--- config.mk ---
export PLATFORM = sky130hd
export DESIGN_NAME = commit_unit
export DESIGN_NICKNAME = d
export VERILOG_FILES = /design/src/rtl/commit_unit_pkg.sv /design/src/rtl/commit_unit_flush_timer.sv /design/src/rtl/commit_unit.sv
export SDC_FILE = /design/constraint.sdc
export NUM_CORES = 1
export LEC_CHECK = 0
export CORE_AREA = 2 2 146 148
export DETAILED_ROUTE_END_ITERATION = 6
export DIE_AREA = 0 0 148 150
export GPL_ROUTABILITY_DRIVEN = 0
export GPL_TIMING_DRIVEN = 0
export PLACE_DENSITY = 0.71
export SLEW_MARGIN = 20
export SYNTH_ARGS = -nofsm -noshare
export SYNTH_HDL_FRONTEND = slang
export SYNTH_SLANG_ARGS = --single-unit
export TNS_END_PERCENT = 50
--- constraint.sdc ---
create_clock -name clk -period 3.8 [get_ports clk]
set_input_delay 0.57 -clock clk [delete_from_list [all_inputs] [get_ports clk]]
set_output_delay 0.57 -clock clk [all_outputs]
set_load 0.02 [all_outputs]
--- src/rtl/commit_unit_pkg.sv ---
// rtl/commit_unit_pkg.sv - shared types and widths for the commit unit
package commit_unit_pkg;

  localparam int TLB_INFO_W  = 53;
  localparam int ROB_ID_W    = 2;
  localparam int FLUSH_CNT_W = 4;

  typedef enum logic [1:0] {
    ST_RUN      = 2'd0,
    ST_FLUSH    = 2'd1,
    ST_REDIRECT = 2'd2
  } state_t;

  typedef enum logic [2:0] {
    XCPT_NONE          = 3'd0,
    XCPT_ILLEGAL_INSTR = 3'd1,
    XCPT_LOAD_FAULT    = 3'd2,
    XCPT_STORE_FAULT   = 3'd3,
    XCPT_FETCH_FAULT   = 3'd4,
    XCPT_ECALL         = 3'd5,
    XCPT_BREAKPOINT    = 3'd6,
    XCPT_MISALIGNED    = 3'd7
  } xcpt_type_t;

  function automatic logic [ROB_ID_W-1:0] next_rob_id(input logic [ROB_ID_W-1:0] id);
    return id + ROB_ID_W'(1);
  endfunction

endpackage

--- src/rtl/commit_unit_flush_timer.sv ---
// rtl/commit_unit_flush_timer.sv - flush-length down-counter; done is high while the count is zero
module flush_timer
  import commit_unit_pkg::*;
#(
  parameter int unsigned FLUSH_CYCLES = 2
) (
  input  logic clk,
  input  logic rst_n,
  input  logic start,
  output logic done
);

  localparam logic [FLUSH_CNT_W-1:0] LOAD_VALUE = FLUSH_CNT_W'(FLUSH_CYCLES - 1);

  logic [FLUSH_CNT_W-1:0] count;

  // Loading N-1 makes the FLUSH state last exactly N cycles, since done is sampled each FLUSH cycle.
  always_ff @(posedge clk or negedge rst_n) begin
    if (!rst_n) begin
      count <= '0;
    end else if (start) begin
      count <= LOAD_VALUE;
    end else if (count != '0) begin
      count <= count - 1'b1;
    end
  end

  assign done = (count == '0);

endmodule

--- src/rtl/commit_unit.sv ---
// rtl/commit_unit.sv - ROB retirement: RF/TLB writeback, exception capture, flush and redirect
// Optional feature macro: COMMIT_ORDER_CHECK_EN (adds sticky commit_order_error output)
module commit_unit
  import commit_unit_pkg::*;
#(
  parameter logic [31:0] XCPT_HANDLER_PC = 32'h0000_2000,
  parameter int unsigned FLUSH_CYCLES    = 2
) (
  input  logic                  clk,
  input  logic                  rst_n,
  input  logic                  commit_valid,
  input  logic                  commit_rf_we,
  input  logic [4:0]            commit_rf_dest,
  input  logic [31:0]           commit_rf_data,
  input  logic [ROB_ID_W-1:0]   commit_instr_id,
  input  logic                  commit_xcpt_valid,
  input  logic [2:0]            commit_xcpt_type,
  input  logic [31:0]           commit_xcpt_pc,
  input  logic [31:0]           commit_xcpt_addr,
  input  logic                  commit_tlb_entry,
  input  logic                  commit_tlb_id,
  input  logic [TLB_INFO_W-1:0] commit_tlb_info,
  output logic                  rf_write_en,
  output logic [4:0]            rf_write_dest,
  output logic [31:0]           rf_write_data,
  output logic                  itlb_we,
  output logic                  dtlb_we,
  output logic [TLB_INFO_W-1:0] tlb_write_info,
  output logic                  invalidate_buffer,
  output logic                  flush_pipeline,
  output logic                  pc_redirect_valid,
  output logic [31:0]           pc_redirect,
  output logic [2:0]            xcpt_cause,
  output logic [31:0]           xcpt_epc,
  output logic [31:0]           xcpt_badaddr,
  output logic [15:0]           xcpt_count,
`ifdef COMMIT_ORDER_CHECK_EN
  output logic                  commit_order_error,
`endif
  output logic                  busy
);

  state_t              state;
  state_t              state_next;
  logic                accept;
  logic                take_xcpt;
  logic                retire;
  logic                flush_done;
  logic                flush_last;
  logic [ROB_ID_W-1:0] expected_id;

  assign accept     = (state == ST_RUN) && commit_valid;
  assign take_xcpt  = accept && commit_xcpt_valid;
  assign retire     = accept && !commit_xcpt_valid;
  assign flush_last = (state == ST_FLUSH) && flush_done;

  flush_timer #(
    .FLUSH_CYCLES(FLUSH_CYCLES)
  ) u_flush_timer (
    .clk  (clk),
    .rst_n(rst_n),
    .start(take_xcpt),
    .done (flush_done)
  );

  always_ff @(posedge clk or negedge rst_n) begin
    if (!rst_n) begin
      state <= ST_RUN;
    end else begin
      state <= state_next;
    end
  end

  always_comb begin
    state_next = state;
    case (state)
      ST_RUN:      if (take_xcpt) state_next = ST_FLUSH;
      ST_FLUSH:    if (flush_done) state_next = ST_REDIRECT;
      ST_REDIRECT: state_next = ST_RUN;
      default:     state_next = ST_RUN;
    endcase
  end

  // Status outputs are decoded from the next state so they line up with the state register.
  always_ff @(posedge clk or negedge rst_n) begin
    if (!rst_n) begin
      invalidate_buffer <= 1'b0;
      flush_pipeline    <= 1'b0;
      pc_redirect_valid <= 1'b0;
      pc_redirect       <= '0;
      busy              <= 1'b0;
    end else begin
      invalidate_buffer <= (state_next == ST_FLUSH);
      flush_pipeline    <= (state_next == ST_FLUSH);
      pc_redirect_valid <= (state_next == ST_REDIRECT);
      busy              <= (state_next != ST_RUN);
      if (state_next == ST_REDIRECT) begin
        pc_redirect <= XCPT_HANDLER_PC;
      end
    end
  end

  always_ff @(posedge clk or negedge rst_n) begin
    if (!rst_n) begin
      rf_write_en    <= 1'b0;
      rf_write_dest  <= '0;
      rf_write_data  <= '0;
      itlb_we        <= 1'b0;
      dtlb_we        <= 1'b0;
      tlb_write_info <= '0;
    end else begin
      rf_write_en <= retire && commit_rf_we;
      itlb_we     <= retire && commit_tlb_entry && !commit_tlb_id;
      dtlb_we     <= retire && commit_tlb_entry && commit_tlb_id;
      if (retire && commit_rf_we) begin
        rf_write_dest <= commit_rf_dest;
        rf_write_data <= commit_rf_data;
      end
      if (retire && commit_tlb_entry) begin
        tlb_write_info <= commit_tlb_info;
      end
    end
  end

  always_ff @(posedge clk or negedge rst_n) begin
    if (!rst_n) begin
      xcpt_cause   <= '0;
      xcpt_epc     <= '0;
      xcpt_badaddr <= '0;
      xcpt_count   <= '0;
    end else if (take_xcpt) begin
      xcpt_cause   <= commit_xcpt_type;
      xcpt_epc     <= commit_xcpt_pc;
      xcpt_badaddr <= commit_xcpt_addr;
      if (xcpt_count != 16'hFFFF) begin
        xcpt_count <= xcpt_count + 16'd1;
      end
    end
  end

  // The ROB restarts numbering at slot 0 after a flush, so the expectation follows it.
  always_ff @(posedge clk or negedge rst_n) begin
    if (!rst_n) begin
      expected_id <= '0;
    end else if (flush_last) begin
      expected_id <= '0;
    end else if (accept) begin
      expected_id <= next_rob_id(expected_id);
    end
  end

`ifdef COMMIT_ORDER_CHECK_EN
  always_ff @(posedge clk or negedge rst_n) begin
    if (!rst_n) begin
      commit_order_error <= 1'b0;
    end else if (accept && (commit_instr_id != expected_id)) begin
      commit_order_error <= 1'b1;
    end
  end
`else
  logic unused_order_inputs;
  assign unused_order_inputs = ^{commit_instr_id, expected_id};
`endif

endmodule

==> flow_metrics.env <==
export IMPL_cap_violations=0
export IMPL_p_switching_mw=3.49
export IMPL_cp_required_ps=4100
export IMPL_synth_top_area_share=0.633
export IMPL_use_met1=0.227
export IMPL_power_leakage_nw=5.39
export IMPL_multiInputGateArea_mm2=0.00245
export IMPL_netlist_area_mm2=0.00736
export IMPL_grt_max_degree=96
export IMPL_period_minus_slack_ps=2460
export IMPL_hold_violations=0
export IMPL_drt_wl_total_um=21300
export IMPL_placed_area_mm2=0.0113
export IMPL_hold_class="in -> async"
export IMPL_seqCellArea_mm2=0.00465
export IMPL_ir_drop_mv=0.356
export IMPL_clk_path_buf_depth=2
export IMPL_wl_per_cell_um=16.4
export IMPL_antennaDiodeCount=0
export IMPL_antenna_found_initial=0
export IMPL_pwr_share_comb=0.472
export IMPL_path_clk_slew_ps=70
export IMPL_io_buffers=344
export IMPL_rows=53
export IMPL_crit_path_end_kind="flip-flop"
export IMPL_ys_seq_area_frac=0.633
export IMPL_clockRootBuffer="clkbuf_16"
export IMPL_syn_area_per_cell_um2=11.9
export IMPL_critPathKind="in -> reg"
export IMPL_cts_tree="built"
export IMPL_worstPathMaxFanout=10
export IMPL_die_w_um=148
export IMPL_fmax_mhz=406
export IMPL_grt_overflow=0
export IMPL_maxSlewViolCount=0
export IMPL_power_share_clock=0.173
export IMPL_htree_levels=4
export IMPL_final_common_cell="clkdlybuf4s50_1"
export IMPL_synth_cells=620
export IMPL_powerDensity_mw_per_mm2=798
export IMPL_cts_buffers=17
export IMPL_finalClockSkew_ps=14.1
export IMPL_die_area_mm2=0.0222
export IMPL_yosys_area_top_type="dfrtp_1"
export IMPL_busiest_layer="met2"
export IMPL_status="completed"
export IMPL_grt_pass1_vias=5935
export IMPL_setup_viol=0
export IMPL_crit_chain="clkdlybuf4s50_1 > nor4b_1 > nand2_1 > buf_2 > mux2_2"
export IMPL_most_common_layout_cells="343 x clkdlybuf4s50_1, 211 x nand2_1, 186 x dfrtp_1, 91 x mux2_2, 32 x buf_4"
export IMPL_ys_types=30
export IMPL_p_sw_frac=0.369
export IMPL_initial_core_util=0.356
export IMPL_fill_cells=1785
export IMPL_period_share=0.648
export IMPL_critPathMaxStageDelay_ps=640
export IMPL_place_inst=1271
export IMPL_synth_area_leaders="dfrtp_1 63%, mux2_2 14%, nand2_1 11%, buf_4 3.3%, xnor2_1 1.3%"
export IMPL_synth_flop_cell="dfrtp_1"
export IMPL_met3_usage=0.0543
export IMPL_grt_pass1_wl_um=32500
export IMPL_drc=0
export IMPL_cts_resized=0
export IMPL_gr_usage_met2=0.333
export IMPL_slew_headroom=0.459
export IMPL_grt_total_usage=0.191
export IMPL_pwr_share_seq=0.355
export IMPL_io_pins=378
export IMPL_pre_cts_ws_ps=753
export IMPL_synthArstFlopShare=1.00
export IMPL_ys_ff_latch=186
export IMPL_design_core_area_mm2=0.0207
export IMPL_rsz0062_at_grt="no"
export IMPL_detail_route_antenna_nets=0
export IMPL_insertion_delay_ps=420
export IMPL_finalNonFillerCells=1302
export IMPL_nNetsFinal=1184
export IMPL_cp_data_arrival_time_ps=2770
export IMPL_synth_warnings=0
export IMPL_tns_ps=0
export IMPL_vias=5713
export IMPL_setup_ws_ps=1340
export IMPL_area_growth_syn_to_layout_pct=61.0
export IMPL_vias_per_cell=4.39
export IMPL_post_route_cell_area_mm2=0.0118
export IMPL_place_hpwl_um=16200
export IMPL_drtIter0Drc=153
export IMPL_p_int_mw=5.96
export IMPL_cp_startpoint="commit_valid"
export IMPL_crit_path_top_delay_cell="nor4b_1"
export IMPL_die_h_um=150
export IMPL_worst_pin_slew_ps=805
export IMPL_drive_above_1_share=0.165
export IMPL_synth_edf_count=0
export IMPL_drtPass1Iterations=4
export IMPL_worst_setup_path_start_kind="primary input"
export IMPL_holdWs_ps=148
export IMPL_cts_hold_repair_buffers=0
export IMPL_r2r_start="state[1]$_DFF_PN0_"
export IMPL_clkSinkCount=186
export IMPL_post_cts_setup_buffer_count=0
==> cell usage after synthesis, types with 4 or more instances <==
master / n
mux2_2: 91
xnor2_1: 11
buf_4: 32
nand4_1: 8
nor3b_1: 4
nor2_1: 9
dfrtp_1: 186
buf_2: 8
nor3_1: 8
nand3_1: 4
xor2_1: 7
clkbuf_1: 16
nand2_1: 211
==> registers in the layout, indices dropped and copies added (netlist names) <==
signal,count
xcpt_epc,32
xcpt_cause,3
tlb_write_info,53
xcpt_badaddr,32
rf_write_dest,5
state,2
dtlb_we,1
busy,1
xcpt_count,16
rf_write_en,1
flush_pipeline,1
u_flush_timer.count,4
pc_redirect_valid,1
itlb_we,1
pc_redirect,1
rf_write_data,32
==> path summary, 6_finish.rpt <==
kind / to / slack [ps] / cells after the start
max: tlb_write_info[42]$_DFFE_PN0P_ / 1340 / 5
min: xcpt_count[13]$_DFFE_PN0P_ / 150 / 2
max reg2reg: tlb_write_info[42]$_DFFE_PN0P_ / 1510 / 5
min reg2reg: pc_redirect[13]$_DFFE_PN0N_ / 460 / 1
max in group asynchronous: tlb_write_info[48]$_DFFE_PN0P_ / 2810 / 3
min in group clk: pc_redirect[13]$_DFFE_PN0N_ / 460 / 1
==> critical path: cells and delay by family <==
family / cells / cell delay [ps]
muxes: 1 / 310
buffers and inverters: 2 / 860
and+or+nand+nor: 2 / 1020
==> power groups by stage <==
stage | clock network (mW) | logic, mW | registers, mW
after CTS | 1.67 | 4.51 | 3.36
after global placement | 0 | 4.45 | 3.36
final | 1.63 | 4.46 | 3.35
after global routing | 1.77 | 4.73 | 3.47
after detailed placement | 0 | 4.50 | 3.39
after floorplan | 0 | 1.06 | 4.43
==> final cells by class <==
class | instances | share of cell area
sequential | 186 | 0.393
timing repair buffer | 346 | 0.296
multi-input combinational | 404 | 0.207
clock buffer | 18 | 0.0362
buffer | 57 | 0.0297
tap | 275 | 0.0291
clock inverter | 13 | 0.00814
inverter | 3 | 0.000951
==> routing by layer <==
metal / part of all wire / routed length, um / vias to the layer above
li1: - / - / 2737
met1: 0.39 / 8370 / 2762
met2: 0.52 / 11100 / 188
met3: 0.066 / 1400 / 26
met4: 0.019 / 408 / 0
met5: 0 / 0 / -
==> cell families after synthesis <==
kind of cell | synth area share
other | 0.000510
and+or+nand+nor | 0.149
buffers and inverters | 0.0493
AOI/OAI and AO/OA | 0.00272
DFF | 0.633
xor gates and xnor gates | 0.0214
adders and majority gates | 0.00510
muxes | 0.139
==> through the flow <==
step	total power [mW]	util
6_report	9.45	0.572
5_1_grt	9.97	0.572
4_1_cts	9.55	0.572
3_5_place_dp	7.89	0.547
3_3_place_gp	7.80	0.544
2_1_floorplan	5.49	-
(Power assumes the default switching activity.)
